--- src/rtl/solve_player_pkg.sv ---
// solve_player_pkg: shared move encoding, playback FSM states and move-list capacity
package solve_player_pkg;
  localparam int MAX_MOVES = 32;
  typedef enum logic [1:0] {UP = 2'b00, DOWN = 2'b01, LEFT = 2'b10, RIGHT = 2'b11} move_t;
  typedef enum logic [2:0] {IDLE, READY, ISSUE, GAP, DONE} state_t;
endpackage

--- src/rtl/solve_player_btn_edge.sv ---
// btn_edge: 2-flop synchroniser plus registered rising-edge pulse for one raw button
module btn_edge (
  input  logic clk,
  input  logic rst,
  input  logic btn,
  output logic pulse
);
  logic [2:0] sync;
  always_ff @(posedge clk or posedge rst)
    if (rst) begin
      sync <= '0;
      pulse <= 1'b0;
    end else begin
      sync <= {sync[1:0], btn};
      pulse <= sync[1] & ~sync[2];
    end
endmodule

--- src/rtl/solve_player.sv ---
// solve_player: replays a latched solver move list onto the board over valid/ready
module solve_player #(
  parameter logic [23:0] STEP_DIV = 24'd12_000_000,
  parameter int MAX_MOVES = solve_player_pkg::MAX_MOVES
) (
  input  logic clk,
  input  logic rst,
  input  logic comp,
  input  logic [$clog2(MAX_MOVES+1)-1:0] cnt,
  input  logic [2*MAX_MOVES-1:0] ord,
  input  logic btn_play,
  input  logic btn_step,
  input  logic btn_rst,
  output logic [1:0] mv_dir,
  output logic mv_valid,
  input  logic mv_ready,
  output logic [$clog2(MAX_MOVES)-1:0] idx,
  output logic playing,
  output logic done
);
  import solve_player_pkg::*;
  localparam int IW = $clog2(MAX_MOVES);
  localparam int CW = $clog2(MAX_MOVES + 1);
  state_t state, state_n;
  logic [CW-1:0] n_r, n_n;
  logic [2*MAX_MOVES-1:0] ord_r, ord_n;
  logic [IW-1:0] idx_n;
  logic [23:0] gap_cnt, gap_n;
  logic playing_n, rst_pend, pend_n, comp_q;
  logic p_play, p_step, p_rst, hs, last;
  btn_edge u_play (.clk(clk), .rst(rst), .btn(btn_play), .pulse(p_play));
  btn_edge u_step (.clk(clk), .rst(rst), .btn(btn_step), .pulse(p_step));
  btn_edge u_rst  (.clk(clk), .rst(rst), .btn(btn_rst),  .pulse(p_rst));
  assign mv_valid = state == ISSUE;
  assign mv_dir = mv_valid ? ord_r[{idx, 1'b0} +: 2] : 2'b00;
  assign done = state == DONE;
  assign hs = mv_valid & mv_ready;
  assign last = (CW'(idx) + CW'(1)) == n_r;
  always_ff @(posedge clk or posedge rst)
    if (rst) begin
      state <= IDLE;
      n_r <= '0;
      ord_r <= '0;
      idx <= '0;
      playing <= 1'b0;
      gap_cnt <= '0;
      rst_pend <= 1'b0;
      comp_q <= 1'b0;
    end else begin
      state <= state_n;
      n_r <= n_n;
      ord_r <= ord_n;
      idx <= idx_n;
      playing <= playing_n;
      gap_cnt <= gap_n;
      rst_pend <= pend_n;
      comp_q <= comp;
    end
  always_comb begin
    state_n = state;
    n_n = n_r;
    ord_n = ord_r;
    idx_n = idx;
    playing_n = playing;
    gap_n = gap_cnt;
    pend_n = rst_pend;
    case (state)
      IDLE:
        if (comp & ~comp_q) begin
          n_n = cnt;
          ord_n = ord;
          idx_n = '0;
          playing_n = 1'b0;
          state_n = cnt == '0 ? DONE : READY;
        end
      READY: begin
        playing_n = p_play;
        state_n = (p_play | p_step) ? ISSUE : READY;
      end
      ISSUE: begin
        pend_n = rst_pend | p_rst;
        playing_n = playing & ~p_play;
        if (mv_ready) begin
          pend_n = 1'b0;
          if (last) begin
            playing_n = 1'b0;
            state_n = DONE;
          end else begin
            idx_n = idx + 1'b1;
            gap_n = STEP_DIV - 24'd1;
            state_n = playing_n ? (STEP_DIV == 24'd1 ? ISSUE : GAP) : READY;
          end
        end
      end
      GAP:
        if (p_play) begin
          playing_n = 1'b0;
          state_n = READY;
        end else if (gap_cnt == 24'd1) state_n = ISSUE;
        else gap_n = gap_cnt - 24'd1;
      DONE: playing_n = 1'b0;
      default: state_n = IDLE;
    endcase
    if ((p_rst & (state == READY | state == GAP | state == DONE)) | (hs & (rst_pend | p_rst))) begin
      idx_n = '0;
      playing_n = 1'b0;
      state_n = n_r == '0 ? DONE : READY;
    end
    if (state != IDLE & ~comp & (state != ISSUE | hs)) begin
      state_n = IDLE;
      n_n = '0;
      ord_n = '0;
      idx_n = '0;
      playing_n = 1'b0;
      pend_n = 1'b0;
    end
  end
endmodule

--- config.mk ---
export PLATFORM = sky130hd
export DESIGN_NAME = solve_player
export DESIGN_NICKNAME = d
export VERILOG_FILES = /design/src/rtl/solve_player_pkg.sv /design/src/rtl/solve_player_btn_edge.sv /design/src/rtl/solve_player.sv
export SDC_FILE = /design/constraint.sdc
export NUM_CORES = 1
export LEC_CHECK = 0
export CORE_UTILIZATION = 50
export DETAILED_ROUTE_END_ITERATION = 7
export PLACE_DENSITY = 0.78
export SLEW_MARGIN = 20
export SYNTH_ARGS = -nofsm -noshare
export SYNTH_HDL_FRONTEND = slang
export SYNTH_HIERARCHICAL = 1
export SYNTH_SLANG_ARGS = --single-unit
--- constraint.sdc ---
create_clock -name clk -period 3.67 [get_ports clk]
set_input_delay 0.734 -clock clk [delete_from_list [all_inputs] [get_ports clk]]
set_output_delay 0.734 -clock clk [all_outputs]
set_load 0.01 [all_outputs]
==> results of run 1 <==
==> synthesized netlist by cell type, drive strengths merged, types with 2 or more instances <==
master,count
nand4,2
mux2i,4
and3,4
xor2,2
o31a,2
nand3,85
ha,3
inv,12
or3,3
a211o,2
a211oi,4
o21ai,20
nand2,171
nand2b,4
nor4b,4
a31oi,14
nor3b,4
buf,20
nor2b,6
nand3b,3
dfrtp,117
mux4,20
a21o,4
o21a,8
or4,5
clkbuf,20
nor3,19
or2,3
o211ai,3
nor2,21
and2,2
o31ai,5
a21oi,17
nor4,10
a41oi,2
nand4b,4
==> layout make-up <==
type / count / area, um2 / area share (%)
well taps: 143 / 179 / 2.34
clock buffers: 22 / 494 / 6.47
multi-input cells: 470 / 2930 / 38.3
flip-flops and latches: 117 / 2930 / 38.3
clock inverters: 10 / 96.3 / 1.26
inverters: 12 / 47.5 / 0.622
repair buffers: 95 / 966 / 12.6
==> registers in the layout, indices dropped and copies added (netlist names) <==
name,count
playing,1
u_step/sync,3
u_rst/sync,3
state,3
u_play/sync,3
gap_cnt,24
u_step/pulse,1
rst_pend,1
ord_r,64
n_r,6
idx,5
u_play/pulse,1
u_rst/pulse,1
comp_q,1
==> layer usage <==
metal  GRT usage (%)  vias up  part of all wire [%]
met5               0        -                     0
met4            10.9        0                   2.1
met3            5.94       29                   5.1
met2            44.7      177                    52
met1            32.3     2565                    41
li1                -     2421                     -
==> worst register-to-register path, delay by kind of cell, from the launching register on <==
family | cells | cell delay [ps]
compound gates | 4 | 1350
fa+ha+maj | 1 | 260
buf+inv | 1 | 160
flops | 1 | 440
simple gates | 2 | 380
==> report_power, final <==
part           switching [mW]  internal (mW)
registers               0.385           1.75
clock network           0.606           1.02
logic                   0.894          0.721
==> stage by stage <==
stage	cell area, um2	worst slack (ps)
4_1_cts	7620	75.7
6_report	7640	193
3_3_place_gp	7030	453
2_1_floorplan	6100	175
3_5_place_dp	7030	433
5_1_grt	7640	95.9
==> how the worst max path moves through the flow <==
stage / slack [ps] / cells after the start / end / startpoint
6_report: 190 / 6 / mv_dir[0] / idx[0]
5_1_grt: 100 / 6 / mv_dir[0] / idx[0]
4_1_cts: 80 / 6 / mv_dir[0] / idx[0]
3_5_place_dp: 430 / 7 / ord_r[40] / comp
3_3_place_gp: 450 / 6 / mv_dir[0] / idx[0]
2_1_floorplan: 180 / 1 / comp_q / rst
==> logic make-up (layout without fill, tap and decap cells) <==
group | after synthesis | count (layout) | synth area share [%]
buf+inv | 52 | 139 | 4.28
flops | 117 | 117 | 48.0
mux | 24 | 24 | 8.28
xor+xnor | 3 | 3 | 0.431
compound gates | 86 | 86 | 9.53
fa+ha+maj | 3 | 3 | 0.615
simple gates | 354 | 354 | 28.9
==> repair_timing <==
item,4_1_cts,5_1_grt
endpoints found under the setup margin,2,2
setup buffers,0,2
resized for setup,1,0
==> flow_summary.ini, run 1 <==
[floorplan]
coreArea_um2 = 11700
die-area_um2 = 12700
die_w_um = 112
ios = 87
die_h_um = 112
start_util_pct = 52.3
rows = 39

[worst_setup_path]
timing.rr.end = gap_cnt[10]
critPathSlowestCell = mux4_1
crit_fanout = 12
crit_chain = buf_12, mux4_1, mux4_2, mux2i_1, nor2_1, clkdlybuf4s50_1
reg2reg_depth = 8
timing.rr.start = idx[0]
path_buf_inv = 2
slowest_delay_ps = 560
reg2reg_slack_ps = 970
arrival_ps = 2740
cp-start-kind = flop
path_delay_family = multiplexers
worstPathRequired_ps = 2940
endpoint_kind = output pin
worstSetupPathType = reg -> out

[worst_hold_path]
holdCritPathClass = reg -> reg
holdCritStartpoint = u_step/sync[0]
min_to = u_step/sync[1]
hold_path_depth = 0

[clocking]
clk_latency_ps = 420
cts_hold_buf = 0
htree_num_levels = 4
path_clk_slew_ps = 50
root_buffer = clkbuf_16
cts-buffers-inserted = 17
cts_tree = built
numClockSinks = 117
clk_path_buf_depth = 2

[global_route]
grt_usage_pct = 26.2
grt_pass1_vias = 5279
grt_max_degree = 71
antenna_found_initial = 0
overflow = 0
grt_pass1_wl_um = 25800

[detailed_routing]
wl_um = 15400
first_pass_iters = 4
vias_per_cell = 5.97
vias = 5192
antenna_left = 0
post_drt_wl_per_cell_um = 17.7
initialDrtViolationCount = 404
drc = 0

[timing]
slew_viol_final = 0
fmax_mhz = 288
fin_setup_tns_ps = 0
period_share_pct = 94.7
final.setup_skew_ps = 11.4
rsz0062_at_grt = no
hold_viol = 0
fin_crit_ps = 3480
finalSetupViolCount = 0
whs_ps = 349
worstMarginPinSlew_ps = 1070
max-slew-margin-rel_pct = 28.0

[synth]
synth.area.top_cells = dfrtp_1, nand2_1, nand3_1
synth.avg_cell_area_um2 = 9.55
yosysWarningCount = 6
netlist_area_um2 = 6100
synthDominantAreaCellType = dfrtp_1
synth.top_cell.area_share_pct = 48.0
synth_edf_count = 0
yosysUniqueCellTypes = 68
ys_ff_latch = 117
syn_inst = 639
ys_async_sr_fraction_pct = 100
syn_nets = 719
synth_seq_area_share_pct = 48.0
synth_ff_type = dfrtp_1

[power_and_ir_drop]
total_power_mw = 5.37
max-vdd-ir-drop_uv = 394
p_leak_nw = 3.35
power.density_nw_per_um2 = 703

[finish]
n_antenna_cell = 0
mostFrequentLayoutCells = nand2_1, dfrtp_1, clkdlybuf4s50_1, nand3_1, o21ai_0
drive_gt1_share_pct = 12.1
area_delta_synth_final_pct = 25.2
fill_cells = 876
layout_commonest_cell = nand2_1
nNetsFinal = 793
final_cells = 869
utilization_pct = 65.5

[place]
gp_congestion = 0.840
placed_cells = 835
post-dp-hpwl_um = 10400
port_buffers = 86

[outcome]
status = finished, final reports clean

[run]
timing.max_cap.violations = 0
Note: power is estimated with default switching activity, not from simulation.
==> inputs of run 2 (changes only) <==
- SLEW_MARGIN: 20 -> 40
==> flow_summary.ini, run 2 (same netlist as run 1, synthesis figures left out) <==
[outcome]
status = finished, final reports clean

[clocking]
cts_hold_buf = 0
numClockSinks = 117
clk_path_buf_depth = 2
root_buffer = clkbuf_16
cts-buffers-inserted = 17
path_clk_slew_ps = 50
clk_latency_ps = 420
cts_tree = built
htree_num_levels = 4

[timing]
whs_ps = 349
setup_ws_ps = 187
rsz0062_at_grt = no
slew_viol_final = 0
fin_crit_ps = 3480
hold_viol = 0
finalSetupViolCount = 0
worstMarginPinSlew_ps = 684
final.setup_skew_ps = 7.06
max-slew-margin-rel_pct = 54.4
period_share_pct = 94.9
fmax_mhz = 287
fin_setup_tns_ps = 0

[floorplan]
die-area_um2 = 12700
coreArea_um2 = 11700
die_w_um = 112
start_util_pct = 52.3
die_h_um = 112
ios = 87
rows = 39

[detailed_routing]
antenna_left = 0
initialDrtViolationCount = 420
drc = 0
vias_per_cell = 5.98
vias = 5200
first_pass_iters = 5
post_drt_wl_per_cell_um = 17.6
wl_um = 15300

[worst_setup_path]
critPathSlowestCell = mux4_1
cp-start-kind = flop
worstPathRequired_ps = 2940
slowest_delay_ps = 560
crit_fanout = 12
endpoint_kind = output pin
crit_chain = buf_12, mux4_1, mux4_2, mux2i_1, nor2_1, clkdlybuf4s50_1
arrival_ps = 2750
worstSetupPathType = reg -> out

[finish]
top_register = ord_r
nNetsFinal = 793
fill_cells = 875
drive_gt1_share_pct = 12.3
design_area_um2 = 7670
n_antenna_cell = 0
ff_latch_area_um2 = 2930
utilization_pct = 65.7
multi_input_area_um2 = 2940
mostFrequentLayoutCells = nand2_1, dfrtp_1, clkdlybuf4s50_1, nand3_1, o21ai_0
reg_top3 = ord_r: 64 flops, gap_cnt: 24 flops, n_r: 6 flops
layout_commonest_cell = nand2_1
final_cells = 869
largest_reg_flops = 64
area_delta_synth_final_pct = 25.6

[global_route]
antenna_found_initial = 0
use_met3_pct = 7.18
grt_max_degree = 71
grt_pass1_wl_um = 25400
overflow = 0
busiest_layer = met2
grt_use_met2_pct = 44.4
grtUsageMet1_pct = 31.1
grt_usage_pct = 25.9
grt_pass1_vias = 5278

[power_and_ir_drop]
p_leak_nw = 3.36
total_power_mw = 5.40
power.density_nw_per_um2 = 705
max-vdd-ir-drop_uv = 420

[run]
timing.max_cap.violations = 0

[place]
postPlaceCellArea_um2 = 7050
placed_cells = 835
post-dp-hpwl_um = 10400
place_ws_ps = 432
gp_congestion = 0.840
port_buffers = 86

[worst_hold_path]
holdCritPathClass = reg -> reg
[run 2: report_power, final]
group | switching, mW | leakage (nW) | internal, mW | total, mW
clock network | 0.590 | 0.295 | 1.07 | 1.66
registers | 0.394 | 1.42 | 1.75 | 2.14
logic | 0.882 | 1.64 | 0.722 | 1.60
total | 1.87 | 3.36 | 3.54 | 5.40
[run 2: worst paths after layout]
path | startpoint | to | slack [ps] | cells after the start
hold reg to reg | u_rst/sync[0] | u_rst/sync[1] | 350 | 0
max in group asynchronous | rst | idx[0] | 2110 | 3
setup / recovery | idx[0] | mv_dir[1] | 190 | 6
hold / removal | u_rst/sync[0] | u_rst/sync[1] | 350 | 0
setup reg to reg | idx[0] | gap_cnt[10] | 920 | 8
min in group asynchronous | rst | u_play/sync[1] | 630 | 2
[run 2: layout make-up]
cell class | count | area share (%)
Multi-Input combinational cell | 470 | 38.3
Clock inverter | 11 | 1.63
Timing Repair Buffer | 95 | 12.6
Tap cell | 143 | 2.33
Inverter | 12 | 0.620
Sequential cell | 117 | 38.2
Clock buffer | 21 | 6.27
[run 2: critical path, delay by kind of cell (launching register included)]
family / cells / cell delay, ps
mux: 3 / 1180
buf+inv: 2 / 660
flops: 1 / 410
simple gates: 1 / 80
[run 2: repair_timing]
item,CTS,global route
resized for setup,1,0
endpoints found under the setup margin,2,1
setup buffers,0,2
hold endpoints to repair,0,0
[run 2: routing by layer]
metal / vias to the layer above / share of wire [%]
li1: 2424 / -
met1: 2519 / 40
met2: 225 / 51
met3: 32 / 7.0
met4: 0 / 2.0
met5: - / 0
